## src/rtl/aes_128_stream_loader.sv

```systemverilog
// aes_128_stream_loader
//
// Purpose:
//   Front end for a pipelined aes_128 core. It collects a 128-bit key and a
//   128-bit state from a 32-bit valid/ready word stream, most-significant word
//   first. It presents both to the core as registered values for one issue, and
//   returns the core result LATENCY cycles later as a registered one-cycle pulse.
//   A block may ask to keep the current key (key_hold on its last state word),
//   so that the next block sends only its four state words.
//
// Ports:
//   clk         single clock, rising edge
//   rst         synchronous, active-high reset
//   in_valid    upstream word valid
//   in_ready    word accepted this cycle (low in ISSUE and while rst=1)
//   in_data     32-bit key/state word
//   key_hold    sampled with the 4th state word: 1 = next block reuses the key
//   core_state  registered state to aes_128.state
//   core_key    registered key to aes_128.key
//   core_out    result from aes_128.out
//   out_valid   one-cycle pulse; out_data holds a finished ciphertext
//   out_data    registered ciphertext, held until the next out_valid
//   busy        a block is partially loaded or still in flight
//
// LATENCY must equal the core pipeline depth and be at least 2.

module aes_128_stream_loader #(
    parameter int LATENCY = 21
) (
    input  logic         clk,
    input  logic         rst,
    input  logic         in_valid,
    output logic         in_ready,
    input  logic [31:0]  in_data,
    input  logic         key_hold,
    output logic [127:0] core_state,
    output logic [127:0] core_key,
    input  logic [127:0] core_out,
    output logic         out_valid,
    output logic [127:0] out_data,
    output logic         busy
);

    typedef enum logic [1:0] {
        LOAD_KEY   = 2'd0,
        LOAD_STATE = 2'd1,
        ISSUE      = 2'd2
    } fsm_t;

    fsm_t                fsm_q, fsm_d;
    logic [1:0]          cnt_q, cnt_d;
    logic [127:0]        key_shadow_q, key_shadow_d;
    logic [127:0]        state_shadow_q, state_shadow_d;
    logic                hold_q, hold_d;
    logic                key_loaded_q, key_loaded_d;
    logic [127:0]        core_state_q, core_state_d;
    logic [127:0]        core_key_q, core_key_d;
    logic [LATENCY-1:0]  issue_sr_q, issue_sr_d;
    logic                out_valid_q, out_valid_d;
    logic [127:0]        out_data_q, out_data_d;
    logic [4:0]          inflight_q, inflight_d;

    logic                xfer;
    logic                issue;
    logic [6:0]          word_lsb;

    assign in_ready = !rst && (fsm_q != ISSUE);
    assign xfer     = in_valid && in_ready;

    // Word k lands in bits [127-32k -: 32]; (3-k)*32 is {~k, 5'b0} for a 2-bit k.
    assign word_lsb = {~cnt_q, 5'b0_0000};

    always_comb begin
        fsm_d          = fsm_q;
        cnt_d          = cnt_q;
        key_shadow_d   = key_shadow_q;
        state_shadow_d = state_shadow_q;
        hold_d         = hold_q;
        key_loaded_d   = key_loaded_q;
        core_state_d   = core_state_q;
        core_key_d     = core_key_q;
        issue          = 1'b0;

        case (fsm_q)
            LOAD_KEY: begin
                if (xfer) begin
                    key_shadow_d[word_lsb +: 32] = in_data;
                    cnt_d = cnt_q + 2'd1;
                    if (cnt_q == 2'd3) begin
                        fsm_d = LOAD_STATE;
                    end
                end
            end
            LOAD_STATE: begin
                if (xfer) begin
                    state_shadow_d[word_lsb +: 32] = in_data;
                    cnt_d = cnt_q + 2'd1;
                    if (cnt_q == 2'd3) begin
                        hold_d = key_hold;
                        fsm_d  = ISSUE;
                    end
                end
            end
            ISSUE: begin
                core_state_d = state_shadow_q;
                core_key_d   = key_shadow_q;
                issue        = 1'b1;
                // The flag is set by this issue but tested with its old value, so
                // a hold request on the first block after reset is ignored and the
                // next block must bring a key again.
                key_loaded_d = 1'b1;
                cnt_d        = 2'd0;
                fsm_d        = (hold_q && key_loaded_q) ? LOAD_STATE : LOAD_KEY;
            end
            default: begin
                fsm_d = LOAD_KEY;
                cnt_d = 2'd0;
            end
        endcase

        // Bit j is set in cycle N+1+j after an issue in cycle N, so the top bit
        // marks cycle N+LATENCY, when the core output belongs to that issue.
        issue_sr_d  = {issue_sr_q[LATENCY-2:0], issue};
        out_valid_d = issue_sr_q[LATENCY-1];
        out_data_d  = issue_sr_q[LATENCY-1] ? core_out : out_data_q;

        case ({issue, out_valid_q})
            2'b10:   inflight_d = inflight_q + 5'd1;
            2'b01:   inflight_d = inflight_q - 5'd1;
            default: inflight_d = inflight_q;
        endcase
    end

    always_ff @(posedge clk) begin
        if (rst) begin
            fsm_q          <= LOAD_KEY;
            cnt_q          <= 2'd0;
            key_shadow_q   <= '0;
            state_shadow_q <= '0;
            hold_q         <= 1'b0;
            key_loaded_q   <= 1'b0;
            core_state_q   <= '0;
            core_key_q     <= '0;
            issue_sr_q     <= '0;
            out_valid_q    <= 1'b0;
            out_data_q     <= '0;
            inflight_q     <= 5'd0;
        end else begin
            fsm_q          <= fsm_d;
            cnt_q          <= cnt_d;
            key_shadow_q   <= key_shadow_d;
            state_shadow_q <= state_shadow_d;
            hold_q         <= hold_d;
            key_loaded_q   <= key_loaded_d;
            core_state_q   <= core_state_d;
            core_key_q     <= core_key_d;
            issue_sr_q     <= issue_sr_d;
            out_valid_q    <= out_valid_d;
            out_data_q     <= out_data_d;
            inflight_q     <= inflight_d;
        end
    end

    assign core_state = core_state_q;
    assign core_key   = core_key_q;
    assign out_valid  = out_valid_q;
    assign out_data   = out_data_q;
    assign busy       = !((fsm_q != ISSUE) && (cnt_q == 2'd0)) || (inflight_q != 5'd0);

endmodule

```

## config.mk

```make
export PLATFORM = sky130hd
export DESIGN_NAME = aes_128_stream_loader
export DESIGN_NICKNAME = d
export VERILOG_FILES = /design/src/rtl/aes_128_stream_loader.sv
export SDC_FILE = /design/constraint.sdc
export NUM_CORES = 1
export LEC_CHECK = 0
export CAP_MARGIN = 15
export CORE_ASPECT_RATIO = 0.5
export CORE_UTILIZATION = 27
export CTS_CLUSTER_DIAMETER = 80
export DETAILED_ROUTE_END_ITERATION = 16
export PLACE_DENSITY_LB_ADDON = 0.15
export SLEW_MARGIN = 0
export SYNTH_ARGS = -nofsm -noshare
export SYNTH_HDL_FRONTEND = slang
export SYNTH_SLANG_ARGS = --single-unit
```

## constraint.sdc

```tcl
create_clock -name clk -period 2.7 [get_ports clk]
set_input_delay 0.27 -clock clk [delete_from_list [all_inputs] [get_ports clk]]
set_output_delay 0.27 -clock clk [all_outputs]
set_load 0.03 [all_outputs]
```

# After elaboration in Yosys (flattened, before gate mapping)
# Index checks and enable logic that the tools add are counted.
[totals]
ff_bits = 673
in_bits = 164
output_inout_bits = 387
elab_cells = 57
[classes]
add_sub_neg = 4
n_eq_ne = 10
n_shift = 2
mux = 10
bitwise_logic = 2
n_reduce_logical = 17
[op_table]
columns = ["op", "count"]
rows = [
  ["128-bit bitwise mux", 2],
  ["32-bit by 9-bit variable shift with 128-bit output, first input constant", 1],
  ["32-bit by 9-bit indexed part select with 128-bit output", 1],
  ["2-bit != test, second input constant", 5],
  ["5-bit one-hot mux with 2 select lines", 1],
  ["7-bit negation with 9-bit output", 1],
  ["2-bit two-way mux", 4],
  ["2-bit equality test, second input constant", 3],
  ["2-bit one-hot mux with 3 select lines", 1],
  ["5-bit by 1-bit adder with 5-bit output, second input constant", 1],
  ["5-bit nonzero test", 1],
  ["5-bit by 1-bit subtractor with 5-bit output, second input constant", 1],
  ["2-bit by 1-bit equality test with 1-bit output, second input constant", 2],
  ["1-bit logical AND", 4],
  ["2-bit zero test", 2],
  ["2-bit AND reduction", 2],
  ["4-bit AND reduction", 1],
  ["2-bit OR reduction", 2],
  ["3-bit AND reduction", 1],
  ["2-bit by 1-bit adder with 2-bit output, second input constant", 1],
  ["1-bit zero test", 2],
  ["1-bit two-way mux", 2],
  ["2-bit inverter", 1],
  ["2-bit nonzero test", 1],
  ["2 further kinds", 2],
]

# Longest topological paths before layout
[depth]
word_depth = 5
mapped_depth = 12
ltp_nobuf = 9

# Worst setup path after synthesis
# OpenSTA, ideal clock, no wires.
[synth_path]
path_kind = "reg-to-reg"
startpoint = "register fsm_q[1]"
endpoint = "register inflight_q[4]"
setup_ns = 0.121
t_arrival_ns = 2.327
required_ns = 2.579
path_slack_ns = 0.253
stages_incl_launch_ff = 12
path_buffers = 3
synth_period_minus_slack_ns = 2.447
path_cell_list = "dfxtp_1 -> nor2b_1 -> buf_2 -> inv_2 -> clkbuf_1 -> ha_1 -> buf_2 -> xor2_1 -> ha_1 -> a31oi_1 -> o31ai_1 -> mux2_2"
[synth_via]
elab_chain_cells = 4
elab_cells_between_ends = 6
classes_between = "eq/ne: 3; mux: 2; reduce/logical: 1"
[synth_rtl]
columns = ["item", "line_no", "text"]
rows = [
  ["start: declaration", "50", "fsm_t fsm_q, fsm_d;"],
  ["start signal: assignment", "149", "fsm_q <= fsm_d;"],
  ["2-bit equality test *", "84", "case (fsm_q)"],
  ["1-bit two-way mux *", "84", ""],
  ["2-bit by 1-bit equality test with 1-bit output / 2-bit equality test (equally long branches)", "127", "case ({issue, out_valid_q})"],
  ["5-bit one-hot mux with 2 select lines / 2-bit nonzero test (equally long branches)", "n/a", ""],
  ["end signal: assignment", "160", "inflight_q <= inflight_d;"],
  ["end: declaration", "61", "logic [4:0] inflight_q, inflight_d;"],
]
# Every way passes the cells marked *; elsewhere a longest branch is shown, timed or not.
# A chain may end at the register's enable or synchronous reset.

# Final worst setup path
[layout_path]
startpoint = "register fsm_q[0]"
endpoint = "output busy"
[layout_via]
elab_chain_cells = 4
[layout_rtl]
columns = ["item", "line_no", "text"]
rows = [
  ["2-bit != test", "168", "assign busy = !((fsm_q != ISSUE) && (cnt_q == 2'd0)) || (inflight_q != 5'd0);"],
  ["1-bit logical AND", "168", ""],
  ["1-bit zero test", "168", ""],
  ["1-bit logical OR", "168", ""],
  ["end: declaration", "41", "output logic busy"],
]
# No other way between the ends.

==> qor.txt <==
Outcome - complete, no violations
Reg2Reg Setup Slack - 0.33 ns
Slew Viols, Final - 0
Synth top area share - 0.5631
Filler Cell Count - 9014
Combinational cell fraction of total power - 0.051
Largest net degree at the start of global routing - 198
Antenna viol nets, final - 0
Rows - 76
Fraction of registers with async set or reset after synthesis - 0
# IOs - 551
CP Max Fanout - 61
Vias - 20.85k
Slew margin rel. - 0.2934
Core Region - 0.08691 mm²
WHS Path Cells - 3
Number of flops mapped to enable cells by yosys - 0
Synth Warn # - 0
Layout area overhead - 36.36%
Die Ht - 212.5 µm
WP data required - 2.43 ns
Synthesized Nets - 3012
Drt drc - 0
CP startpoint kind - flip-flop
Net Switching - 4.778 mW
Hold crit path type - input port to flip-flop
Clk pwr share - 0.462
PwrDens - 628.7 mW/mm²
Min Tclk post-route - 2.416 ns
CTS tree - built
I/O Buffers - 550
CP Data Arrival Time - 2.15 ns
Cell count after placement - 4361
First-pass GRT wire length - 130.1 mm
Crit share post-route - 0.8949
Htree depth - 3
Unrepaired setup endpoints after global routing - false
Lkg Pwr - 10.52 nW
Final cell count without fillers - 4482
Setup TNS Final - 0 ns
Die W - 423.0 µm
Drt first-iter violations - 1617
Max Cap Viol - 0
Post-DR vias/cell - 4.653
Clock Skews - 0.02558 ns
Slew @ Worst Pin - 1.060 ns
Mean Syn Cell Area - 8.427 µm²
Setup violators final - 0
Vias in the first global route - 19.32k
Switching Share - 0.2329
Footprint of the multi-input gates - 0.009225 mm²
R2r worst-path depth - 6
FMAX - 0.4139 GHz
Post-DP HPWL - 55.18 mm
GRT Util Overall - 0.1939
Most frequent cell after synthesis - nand2_1
Critical path class - flip-flop to primary output
Yosys top cell by area - dfxtp_1
Ys flop type - dfxtp_1
Synth Register Bits - 673
Antenna violations before repair - 5
Initial Util - 0.2753
Worst skew pair latency - 0.63 ns
Pre-Repair DR Iteration Count - 5
Gp weighted congestion - 0.7650
Hold Slack - 0.2488 ns
Sequential power share - 0.486
Wire per inst - 20.12 µm
VDD IR max - 0.3416 mV
GRT overflow - 0
Clock Tree Buf Depth - 3
Internal power of the cells - 15.73 mW
Sequential area share after synthesis - 0.5631
# clock sinks - 673
Register area - 0.01348 mm²
Post-Route WL - 90.19 mm
Clock root buffer master - clkbuf_16
Num CTS Buffers - 66
Hold Fails Final Rpt - 0
Crit end category - primary output
Mapped Area - 0.02393 mm²
Top cells by area, synth - dfxtp_1 56%, nand2_1 12%, a21oi_1 11%
Yosys cell types - 35
Die footprint - 0.08988 mm²
Nets - 3436
Layout cells sized above 1 - 0.05530
Mapped Cells - 2839
Clock-pin slew on the worst setup and hold paths - 0.07 ns
Top cells by count, synth - 772 x nand2_1, 673 x dfxtp_1, 515 x a21oi_1
## worst max-delay path, cell delays in order, from the launching register on
cell	delay, ns
dfxtp_1	0.44
nor2b_4	0.11
inv_8	0.08
buf_6	0.42
nand4b_1	0.25
buf_12	0.20
## per-stage QoR
step	setup slack, ns	utilization	power (mW)	instance area [µm²]
after floorplan	0.2527	-	10.63	23930
after global placement	0.3577	0.3494	11.24	30360
after detailed placement	0.3320	0.3494	11.25	30360
after CTS	0.002142	0.3752	20.80	32610
after global routing	0.1016	0.3754	21.28	32620
final	0.2838	0.3754	20.51	32620
## layer usage
layer | vias to the layer above | part of all wire | track usage
li1 | 10179 | - | -
met1 | 10121 | 0.43 | 0.2453
met2 | 442 | 0.50 | 0.3342
met3 | 111 | 0.050 | 0.03913
met4 | 0 | 0.023 | 0.05440
met5 | - | 0 | 0
## logic make-up (layout without fill, tap and decap cells)
family | count (synthesis) | count (layout) | synth area share
adder cells (fa/ha/maj) | 9 | 9 | 0.004707
AO/OA/AOI/OAI | 523 | 523 | 0.1100
multiplexers | 132 | 132 | 0.05528
AND/OR/NAND/NOR | 1225 | 1225 | 0.2120
buffers and inverters | 271 | 741 | 0.05271
other | 0 | 3 | 0
flip-flops | 673 | 673 | 0.5631
XOR/XNOR | 6 | 6 | 0.002196
## registers in the layout, summed over array words and instances (netlist names), 2 cells and up
register and count:
cnt_q 2, core_state 128, issue_sr_q 21, state_shadow_q 128
fsm_q 2, out_data 128, key_shadow_q 128, inflight_q 5
core_key 128
## power groups by stage
stage / sequential (mW) / combinational, mW / clock (mW)
2_1_floorplan: 10.2 / 0.440 / 0
3_3_place_gp: 10.2 / 1.05 / 0
3_5_place_dp: 10.2 / 1.05 / 0
4_1_cts: 9.97 / 1.05 / 9.77
5_1_grt: 9.97 / 1.11 / 10.2
6_report: 9.97 / 1.05 / 9.48
## cells in the final DEF, fill, tap and decap left out, types with 2 or more instances in the layout
master	count
a21oi_1	515
and3_1	9
buf_12	11
buf_4	58
bufbuf_16	2
bufinv_16	4
clkbuf_1	17
clkbuf_16	71
clkbuf_8	9
clkdlybuf4s50_1	547
clkinv_2	11
dfxtp_1	672
diode_2	3
ha_1	9
inv_1	3
mux2i_1	131
nand2_1	772
nand3_1	265
nand4b_1	2
nor2_1	138
nor2b_1	23
nor3_1	4
nor3b_2	2
o211ai_1	2
o21ai_0	2
xor2_1	5
## final timing paths
path                             startpoint                             to
setup / recovery      fsm_q[0]$_SDFFE_PP0P_                           busy
hold / removal                core_out[126]     out_data[126]$_SDFFE_PP0P_
setup reg to reg      cnt_q[0]$_SDFFE_PP0N_  key_shadow_q[37]$_SDFFE_PP0P_
hold reg to reg   issue_sr_q[19]$_SDFF_PP0_      issue_sr_q[20]$_SDFF_PP0_
## cell type report
class / instances / share of cell area
Inverter: 4 / 0.0006903
Tap cell: 1170 / 0.04487
Timing Repair Buffer: 623 / 0.1923
Clock inverter: 17 / 0.005868
Sequential cell: 673 / 0.4131
Clock buffer: 97 / 0.06021
Multi-Input combinational cell: 1895 / 0.2828
Antenna cell: 3 / 0.0002301
## what timing repair did
action,in CTS,in global routing
endpoints found under the setup margin,1,2
hold endpoints to repair,16,0
gates resized for setup,1,2
cloned,2,0
buffers inserted,1,0
hold buffers,1,0
(Power assumes the default switching activity.)
